### config.mk
export PLATFORM = sky130hd
export DESIGN_NAME = dtack_generator_flat
export DESIGN_NICKNAME = d
export VERILOG_FILES = /design/src/rtl/dtack_pkg.sv /design/src/rtl/dtack_generator_if.sv /design/src/rtl/dtack_timeout_counter.sv /design/src/rtl/dtack_generator.sv /design/src/flat_wrapper.sv
export SDC_FILE = /design/constraint.sdc
export NUM_CORES = 1
export LEC_CHECK = 0
export ABC_AREA = 0
export BUFFER_PORTS_ARGS = -buffer_cell sky130_fd_sc_hd__buf_2
export CORE_MARGIN = 2
export CORE_UTILIZATION = 57
export DETAILED_ROUTE_END_ITERATION = 8
export PLACE_DENSITY = 0.78
export SLEW_MARGIN = 30
export SYNTH_ARGS = -nofsm -noshare
export SYNTH_HDL_FRONTEND = slang
export SYNTH_SLANG_ARGS = --single-unit
### constraint.sdc
create_clock -name Clock -period 4.81 [get_ports Clock]
set_input_delay 0 -clock Clock [delete_from_list [all_inputs] [get_ports Clock]]
set_output_delay 0 -clock Clock [all_outputs]
set_load 0.01 [all_outputs]
### src/rtl/dtack_pkg.sv
`default_nettype none
// ============================================================================
// Module   : dtack_pkg
// Brief    : Shared types and constants for the 68000 DTACK/BERR generator:
//            decoded region, FSM state, counter widths and region priority.
// Revision : 1.0 - initial release
// ============================================================================
package dtack_pkg;

    localparam int c_WAIT_W    = 4;
    localparam int c_TIMEOUT_W = 16;

    typedef enum logic [2:0] {
        REG_NONE     = 3'd0,
        REG_ROM      = 3'd1,
        REG_RAM      = 3'd2,
        REG_DRAM     = 3'd3,
        REG_IO       = 3'd4,
        REG_CAN      = 3'd5,
        REG_GFX      = 3'd6,
        REG_OFFBOARD = 3'd7
    } region_t;

    typedef enum logic [1:0] {
        ST_IDLE = 2'd0,
        ST_WAIT = 2'd1,
        ST_ACK  = 2'd2,
        ST_BERR = 2'd3
    } state_t;

    // Fixed priority so overlapping decoder selects always resolve the same way.
    function automatic region_t decodeRegion(
        input logic rom,
        input logic ram,
        input logic dram,
        input logic io,
        input logic can,
        input logic gfxL,
        input logic offBoard
    );
        if (rom)           return REG_ROM;
        else if (ram)      return REG_RAM;
        else if (dram)     return REG_DRAM;
        else if (io)       return REG_IO;
        else if (can)      return REG_CAN;
        else if (!gfxL)    return REG_GFX;
        else if (offBoard) return REG_OFFBOARD;
        else               return REG_NONE;
    endfunction

endpackage
`default_nettype wire

### src/rtl/dtack_generator_if.sv
`default_nettype none
// ============================================================================
// Module   : dtack_generator_if
// Brief    : CPU strobes, decoder selects, device acknowledges and the
//            DTACK/BERR outputs of the acknowledge stage.
// Revision : 1.0 - initial release
// ============================================================================
interface dtack_generator_if;

    logic AS_L;
    logic UDS_L;
    logic LDS_L;
    logic OnChipRomSelect_H;
    logic OnChipRamSelect_H;
    logic DramSelect_H;
    logic IOSelect_H;
    logic CanBusSelect_H;
    logic GraphicsCS_L;
    logic OffBoardMemory_H;
    logic DramDtack_L;
    logic OffBoardDtack_L;
    logic DtAck_L;
    logic BusError_L;
    logic CycleActive_H;

    // CPU/decoder side drives strobes and selects, observes the acknowledges.
    modport master (
        output AS_L, UDS_L, LDS_L,
        output OnChipRomSelect_H, OnChipRamSelect_H, DramSelect_H,
        output IOSelect_H, CanBusSelect_H, GraphicsCS_L, OffBoardMemory_H,
        output DramDtack_L, OffBoardDtack_L,
        input  DtAck_L, BusError_L, CycleActive_H
    );

    // The acknowledge generator itself.
    modport slave (
        input  AS_L, UDS_L, LDS_L,
        input  OnChipRomSelect_H, OnChipRamSelect_H, DramSelect_H,
        input  IOSelect_H, CanBusSelect_H, GraphicsCS_L, OffBoardMemory_H,
        input  DramDtack_L, OffBoardDtack_L,
        output DtAck_L, BusError_L, CycleActive_H
    );

endinterface
`default_nettype wire

### src/rtl/dtack_timeout_counter.sv
`default_nettype none
// ============================================================================
// Module   : dtack_timeout_counter
// Brief    : 16-bit clear/enable cycle counter flagging the last cycle before
//            a bus cycle is declared hung.
// Revision : 1.0 - initial release
// ============================================================================
module dtack_timeout_counter
    import dtack_pkg::*;
#(
    parameter int TIMEOUT = 1023
) (
    input  wire logic clk,
    input  wire logic rst,
    input  wire logic i_clear,
    input  wire logic i_enable,
    output logic      o_terminal
);

    localparam logic [c_TIMEOUT_W-1:0] c_TERMINAL = c_TIMEOUT_W'(TIMEOUT - 1);

    logic [c_TIMEOUT_W-1:0] r_count;

    // Count cycles spent waiting; clear takes precedence over counting.
    always_ff @(posedge clk) begin
        if (rst || i_clear) begin
            r_count <= '0;
        end else if (i_enable) begin
            r_count <= r_count + 1'b1;
        end
    end

    assign o_terminal = (r_count == c_TERMINAL);

endmodule
`default_nettype wire

### src/rtl/dtack_generator.sv
`default_nettype none
// ============================================================================
// Module   : dtack_generator
// Brief    : 68000 bus-cycle acknowledge stage. Inserts fixed wait states for
//            on-chip/I/O regions, forwards DRAM and off-board acknowledges,
//            and raises bus error on unmapped or hung cycles.
// Revision : 1.0 - initial release
// ============================================================================
module dtack_generator
    import dtack_pkg::*;
#(
    parameter int ROM_WAIT = 1,
    parameter int RAM_WAIT = 0,
    parameter int IO_WAIT  = 2,
    parameter int CAN_WAIT = 4,
    parameter int GFX_WAIT = 3,
    parameter int TIMEOUT  = 1023
) (
    input  wire logic         Clock,
    input  wire logic         Reset_H,
    dtack_generator_if.slave  bus
);

    state_t                r_state;
    state_t                w_nextState;
    region_t               r_region;
    region_t               w_startRegion;
    logic [c_WAIT_W-1:0]   r_waitCnt;
    logic [c_WAIT_W-1:0]   w_startWait;
    logic                  w_start;
    logic                  w_ackCond;
    logic                  w_timeoutHit;
    logic                  r_dtackL;
    logic                  r_berrL;
    logic                  r_active;

    assign w_start       = !bus.AS_L && (!bus.UDS_L || !bus.LDS_L);
    assign w_startRegion = decodeRegion(bus.OnChipRomSelect_H, bus.OnChipRamSelect_H,
                                        bus.DramSelect_H, bus.IOSelect_H,
                                        bus.CanBusSelect_H, bus.GraphicsCS_L,
                                        bus.OffBoardMemory_H);

    // Wait-state load value for the region being opened; external-ack regions load zero.
    always_comb begin
        w_startWait = '0;
        case (w_startRegion)
            REG_ROM: w_startWait = c_WAIT_W'(ROM_WAIT);
            REG_RAM: w_startWait = c_WAIT_W'(RAM_WAIT);
            REG_IO:  w_startWait = c_WAIT_W'(IO_WAIT);
            REG_CAN: w_startWait = c_WAIT_W'(CAN_WAIT);
            REG_GFX: w_startWait = c_WAIT_W'(GFX_WAIT);
            default: w_startWait = '0;
        endcase
    end

    // Acknowledge condition for the latched region while waiting.
    always_comb begin
        w_ackCond = 1'b0;
        case (r_region)
            REG_DRAM:     w_ackCond = !bus.DramDtack_L;
            REG_OFFBOARD: w_ackCond = !bus.OffBoardDtack_L;
            REG_NONE:     w_ackCond = 1'b0;
            default:      w_ackCond = (r_waitCnt == '0);
        endcase
    end

    dtack_timeout_counter #(
        .TIMEOUT    (TIMEOUT)
    ) u_timeout (
        .clk        (Clock),
        .rst        (Reset_H),
        .i_clear    (r_state == ST_IDLE),
        .i_enable   (r_state == ST_WAIT),
        .o_terminal (w_timeoutHit)
    );

    // Next-state logic: abort beats ack, ack beats timeout.
    always_comb begin
        w_nextState = r_state;
        case (r_state)
            ST_IDLE: if (w_start) w_nextState = ST_WAIT;
            ST_WAIT: begin
                if (bus.AS_L)          w_nextState = ST_IDLE;
                else if (w_ackCond)    w_nextState = ST_ACK;
                else if (w_timeoutHit) w_nextState = ST_BERR;
            end
            ST_ACK:  if (bus.AS_L) w_nextState = ST_IDLE;
            ST_BERR: if (bus.AS_L) w_nextState = ST_IDLE;
            default: w_nextState = ST_IDLE;
        endcase
    end

    // State register and outputs registered from the next state.
    always_ff @(posedge Clock) begin
        if (Reset_H) begin
            r_state  <= ST_IDLE;
            r_dtackL <= 1'b1;
            r_berrL  <= 1'b1;
            r_active <= 1'b0;
        end else begin
            r_state  <= w_nextState;
            r_dtackL <= (w_nextState != ST_ACK);
            r_berrL  <= (w_nextState != ST_BERR);
            r_active <= (w_nextState != ST_IDLE);
        end
    end

    // Region latched once at cycle start; wait counter loaded then counted down.
    always_ff @(posedge Clock) begin
        if (Reset_H) begin
            r_region  <= REG_NONE;
            r_waitCnt <= '0;
        end else if (r_state == ST_IDLE && w_start) begin
            r_region  <= w_startRegion;
            r_waitCnt <= w_startWait;
        end else if (r_state == ST_WAIT && r_waitCnt != '0) begin
            r_waitCnt <= r_waitCnt - 1'b1;
        end
    end

    assign bus.DtAck_L       = r_dtackL;
    assign bus.BusError_L    = r_berrL;
    assign bus.CycleActive_H = r_active;

endmodule
`default_nettype wire

### src/flat_wrapper.sv
// flat-port wrapper written by rule: the top's interface ports become plain ports
module dtack_generator_flat import dtack_pkg::*;
#(
    parameter int ROM_WAIT = 1,
    parameter int RAM_WAIT = 0,
    parameter int IO_WAIT  = 2,
    parameter int CAN_WAIT = 4,
    parameter int GFX_WAIT = 3,
    parameter int TIMEOUT  = 1023
)
  (Clock, Reset_H, bus_AS_L, bus_UDS_L, bus_LDS_L, bus_OnChipRomSelect_H, bus_OnChipRamSelect_H, bus_DramSelect_H, bus_IOSelect_H, bus_CanBusSelect_H, bus_GraphicsCS_L, bus_OffBoardMemory_H, bus_DramDtack_L, bus_OffBoardDtack_L, bus_DtAck_L, bus_BusError_L, bus_CycleActive_H);
  dtack_generator_if bus_i ();
  input  wire logic Clock;
  input  wire logic Reset_H;
  input wire logic [$bits(bus_i.AS_L)-1:0] bus_AS_L;
  input wire logic [$bits(bus_i.UDS_L)-1:0] bus_UDS_L;
  input wire logic [$bits(bus_i.LDS_L)-1:0] bus_LDS_L;
  input wire logic [$bits(bus_i.OnChipRomSelect_H)-1:0] bus_OnChipRomSelect_H;
  input wire logic [$bits(bus_i.OnChipRamSelect_H)-1:0] bus_OnChipRamSelect_H;
  input wire logic [$bits(bus_i.DramSelect_H)-1:0] bus_DramSelect_H;
  input wire logic [$bits(bus_i.IOSelect_H)-1:0] bus_IOSelect_H;
  input wire logic [$bits(bus_i.CanBusSelect_H)-1:0] bus_CanBusSelect_H;
  input wire logic [$bits(bus_i.GraphicsCS_L)-1:0] bus_GraphicsCS_L;
  input wire logic [$bits(bus_i.OffBoardMemory_H)-1:0] bus_OffBoardMemory_H;
  input wire logic [$bits(bus_i.DramDtack_L)-1:0] bus_DramDtack_L;
  input wire logic [$bits(bus_i.OffBoardDtack_L)-1:0] bus_OffBoardDtack_L;
  output wire logic [$bits(bus_i.DtAck_L)-1:0] bus_DtAck_L;
  output wire logic [$bits(bus_i.BusError_L)-1:0] bus_BusError_L;
  output wire logic [$bits(bus_i.CycleActive_H)-1:0] bus_CycleActive_H;
  assign bus_i.AS_L = bus_AS_L;
  assign bus_i.UDS_L = bus_UDS_L;
  assign bus_i.LDS_L = bus_LDS_L;
  assign bus_i.OnChipRomSelect_H = bus_OnChipRomSelect_H;
  assign bus_i.OnChipRamSelect_H = bus_OnChipRamSelect_H;
  assign bus_i.DramSelect_H = bus_DramSelect_H;
  assign bus_i.IOSelect_H = bus_IOSelect_H;
  assign bus_i.CanBusSelect_H = bus_CanBusSelect_H;
  assign bus_i.GraphicsCS_L = bus_GraphicsCS_L;
  assign bus_i.OffBoardMemory_H = bus_OffBoardMemory_H;
  assign bus_i.DramDtack_L = bus_DramDtack_L;
  assign bus_i.OffBoardDtack_L = bus_OffBoardDtack_L;
  assign bus_DtAck_L = bus_i.DtAck_L;
  assign bus_BusError_L = bus_i.BusError_L;
  assign bus_CycleActive_H = bus_i.CycleActive_H;
  dtack_generator #(.ROM_WAIT(ROM_WAIT), .RAM_WAIT(RAM_WAIT), .IO_WAIT(IO_WAIT), .CAN_WAIT(CAN_WAIT), .GFX_WAIT(GFX_WAIT), .TIMEOUT(TIMEOUT)) u_core (.Clock(Clock), .Reset_H(Reset_H), .bus(bus_i));
endmodule
==> flow_metrics.tcl <==
set metrics [dict create \
    status "completed" \
    final_net_count 204 \
    stdcell_count 215 \
    synthMuxAreaShare 0.00697 \
    ant_nets 0 \
    die_w_um 54.2 \
    diodes 0 \
    yosys.area_share.simple 0.307 \
    power_switching_w 0.000102 \
    synth_top_family_by_area "simple AND/OR/NAND/NOR gates" \
    drive_above_1_share 0.141 \
    synth_edf_count 0 \
    ys.flop_type "dfxtp_1" \
    timing.final.crit_share 0.464 \
    grt_pass1_wl_um 4740 \
    placedCellCount 208 \
    synth-compound-area-share 0.159 \
    fin_tns_setup_ns 0 \
    clk_latency_ns 0.32 \
    synth_top_area_share 0.390 \
    critPathCaptureType "flop" \
    antenna_found_initial 0 \
    ios 17 \
    hp-class "primary input to flop" \
    r2r-start "u_core.r_state[1]" \
    drv_slew 0 \
    synth_most_common_cell "dfxtp_1" \
    cts.sinks 28 \
    power.density_nw_per_um2 249 \
    cts_buffers 3 \
    syn_to_final_growth_pct 10.3 \
    drtPass1Iterations 4 \
    hpwlAfterDp_um 2200 \
    hold_path_depth 3 \
    clockBufferDepth 2 \
    maxCapViolations 0 \
    worst-path-buf-inv 1 \
    syn_area_per_cell_um2 8.55 \
    async_reset_ff_frac 0 \
    post_cts_buffers 0 \
    rsz0062_at_grt "no" \
    clkTransAtPathRegs_ns 0.14 \
    crit_cells 5 \
    multi_input_area_um2 817 \
    drc 0 \
    synth.area.top_cells "dfxtp_1, nor2_1, xor2_1" \
    synthXorXnorAreaFrac 0.0671 \
    yosys-top-cells-count "dfxtp_1, nor2_1, nand2_1, a21oi_1, nand3_1" \
    whs_ns 0.0231 \
    hold_viol_final 0 \
    p_int_w 0.000292 \
    cts_tree "built" \
    crit_type "flop to flop" \
    port_buffers 16 \
    gp_congestion 0.736 \
    drtIter0Drc 57 \
    start_util 0.591 \
    fin_skew_ns 0.00619 \
    fmax_mhz 448 \
    syn_inst 168 \
    wirelength_um 3030 \
    min_from "bus_OnChipRamSelect_H" \
    period_needed_ns 2.23 \
    synth_nets 185 \
    worst_ep_required_time_ns 5.09 \
    r2r_cells 5 \
    power.share.clock 0.242 \
    regArea_um2 561 \
    cts_root_buf "clkbuf_4" \
    netlist.top_cell.by_area "dfxtp_1" \
    maxSlewHeadroom 0.548 \
    critPathTopFamily "compound AO/OA/AOI/OAI gates" \
    cp_cell_sequence "a2111oi_2 > o311ai_0 > o21bai_1 > a21oi_1 > dlygate4sd3_1" \
    swShare 0.258 \
    worst_pin_slew_ns 0.678 \
    grt_overflow 0 \
    grt_max_degree 18 \
    synthAdderAreaFrac 0.0261 \
    synth.distinct_cells 46 \
    avgRoutedWirePerCell_um 14.1 \
    final_core_util 0.651 \
    seq_area_frac_synth 0.390 \
    comb_power_share 0.136 \
    grt_util_all_layers 0.222 \
    htree_levels 1 \
    die_area_um2 2940 \
    yosysWarningCount 0 \
    critPathSlowestCell "dlygate4sd3_1" \
    viasPerCell 5.77 \
    critical_path_arrival_ns 2.51 \
    post_cts_resized 0 \
    netlist_area_um2 1440 \
    ir_drop_mv 0.182 \
    total_leakage_power_nw 0.596 \
    cp_max_fo 10 \
    die_y_um 54.2 \
    synth-seq-cells 28 \
    crit_start "u_core.r_state[1]" \
    p_seq_frac 0.621 \
    nFillCells 204 \
    slowest_delay_ns 0.56 \
    grt_pass1_vias 1110 \
    coreArea_um2 2430 \
    setup_viol 0 \
    crit_path_start_kind "flop" \
    rows 18 \
    vias 1240 \
]
## state kept, by name (all words and copies together), names as in the netlist
| signal | flops |
|---|---|
| u_core.bus.BusError_L | 1 |
| u_core.bus.CycleActive_H | 1 |
| u_core.bus.DtAck_L | 1 |
| u_core.r_region | 3 |
| u_core.r_state | 2 |
| u_core.r_waitCnt | 4 |
| u_core.u_timeout.r_count | 16 |
## worst register-to-register path, stage by stage, from the launching register on
cell           delay, ns
dfxtp_1             0.44
a2111oi_2           0.53
o311ai_0            0.31
o21bai_1            0.23
a21oi_1             0.12
dlygate4sd3_1       0.56
## layout make-up
cell class                 instances  share of cell area
sequential                        28               0.354
tap                               30              0.0237
inverter                           7              0.0166
clock buffer                       3              0.0142
timing repair buffer              20              0.0758
multi-input combinational        127               0.516
## layer usage
layer,wire [um],track usage,vias up
met5,0,0,-
met2,1490,0.384,28
li1,-,-,647
met4,32,0.0625,0
met1,1410,0.289,560
met3,102,0.0250,5
## path summary, 6_finish.rpt
check	to	slack [ns]
worst min register to register	u_core.r_region[2]	0.50
worst max-delay path	u_core.r_waitCnt[1]	2.58
worst max register to register	u_core.r_waitCnt[1]	2.58
worst min-delay path	u_core.r_region[0]	0.02
## cell families after synthesis
logic type,count (synthesis)
muxes,1
DFF,28
adders and majority gates,3
and+or+nand+nor,81
AOI/OAI and AO/OA,31
buffers and inverters,13
xor gates and xnor gates,11
## cells in the final DEF (no fill, tap or decap), types with 3 or more instances in the layout
master         count
buf_2             16
a21oi_1           10
a211oi_1           3
dfxtp_1           28
nor2_1            21
nor3_1             7
nand3_1            9
nand4_1            3
and2_1             5
or4_1              3
and4_1             3
xor2_1             7
clkbuf_4           3
xnor2_1            4
dlygate4sd3_1      4
o31ai_1            3
nand2_1           12
inv_1              7
ha_1               3
## timing repair
item,in CTS,in global routing
setup endpoints to repair,0,0
hold buffers,4,0
hold endpoints to repair,8,0
## through the flow
stage	setup slack [ns]	power (W)	instance area (um2)
4_1_cts	2.58	0.000394	1580
3_5_place_dp	2.96	0.000300	1520
5_1_grt	2.41	0.000413	1580
3_3_place_gp	3.00	0.000297	1520
2_1_floorplan	3.12	0.000284	1440
6_report	2.58	0.000394	1580
## power groups by stage
stage	clock (W)	combinational (W)	sequential, W
6_report	0.0000956	0.0000538	0.000245
5_1_grt	0.000106	0.0000605	0.000246
4_1_cts	0.0000957	0.0000534	0.000245
3_5_place_dp	0	0.0000504	0.000250
3_3_place_gp	0	0.0000483	0.000249
2_1_floorplan	0	0.0000362	0.000247
Power figures use the tool's default switching activity.
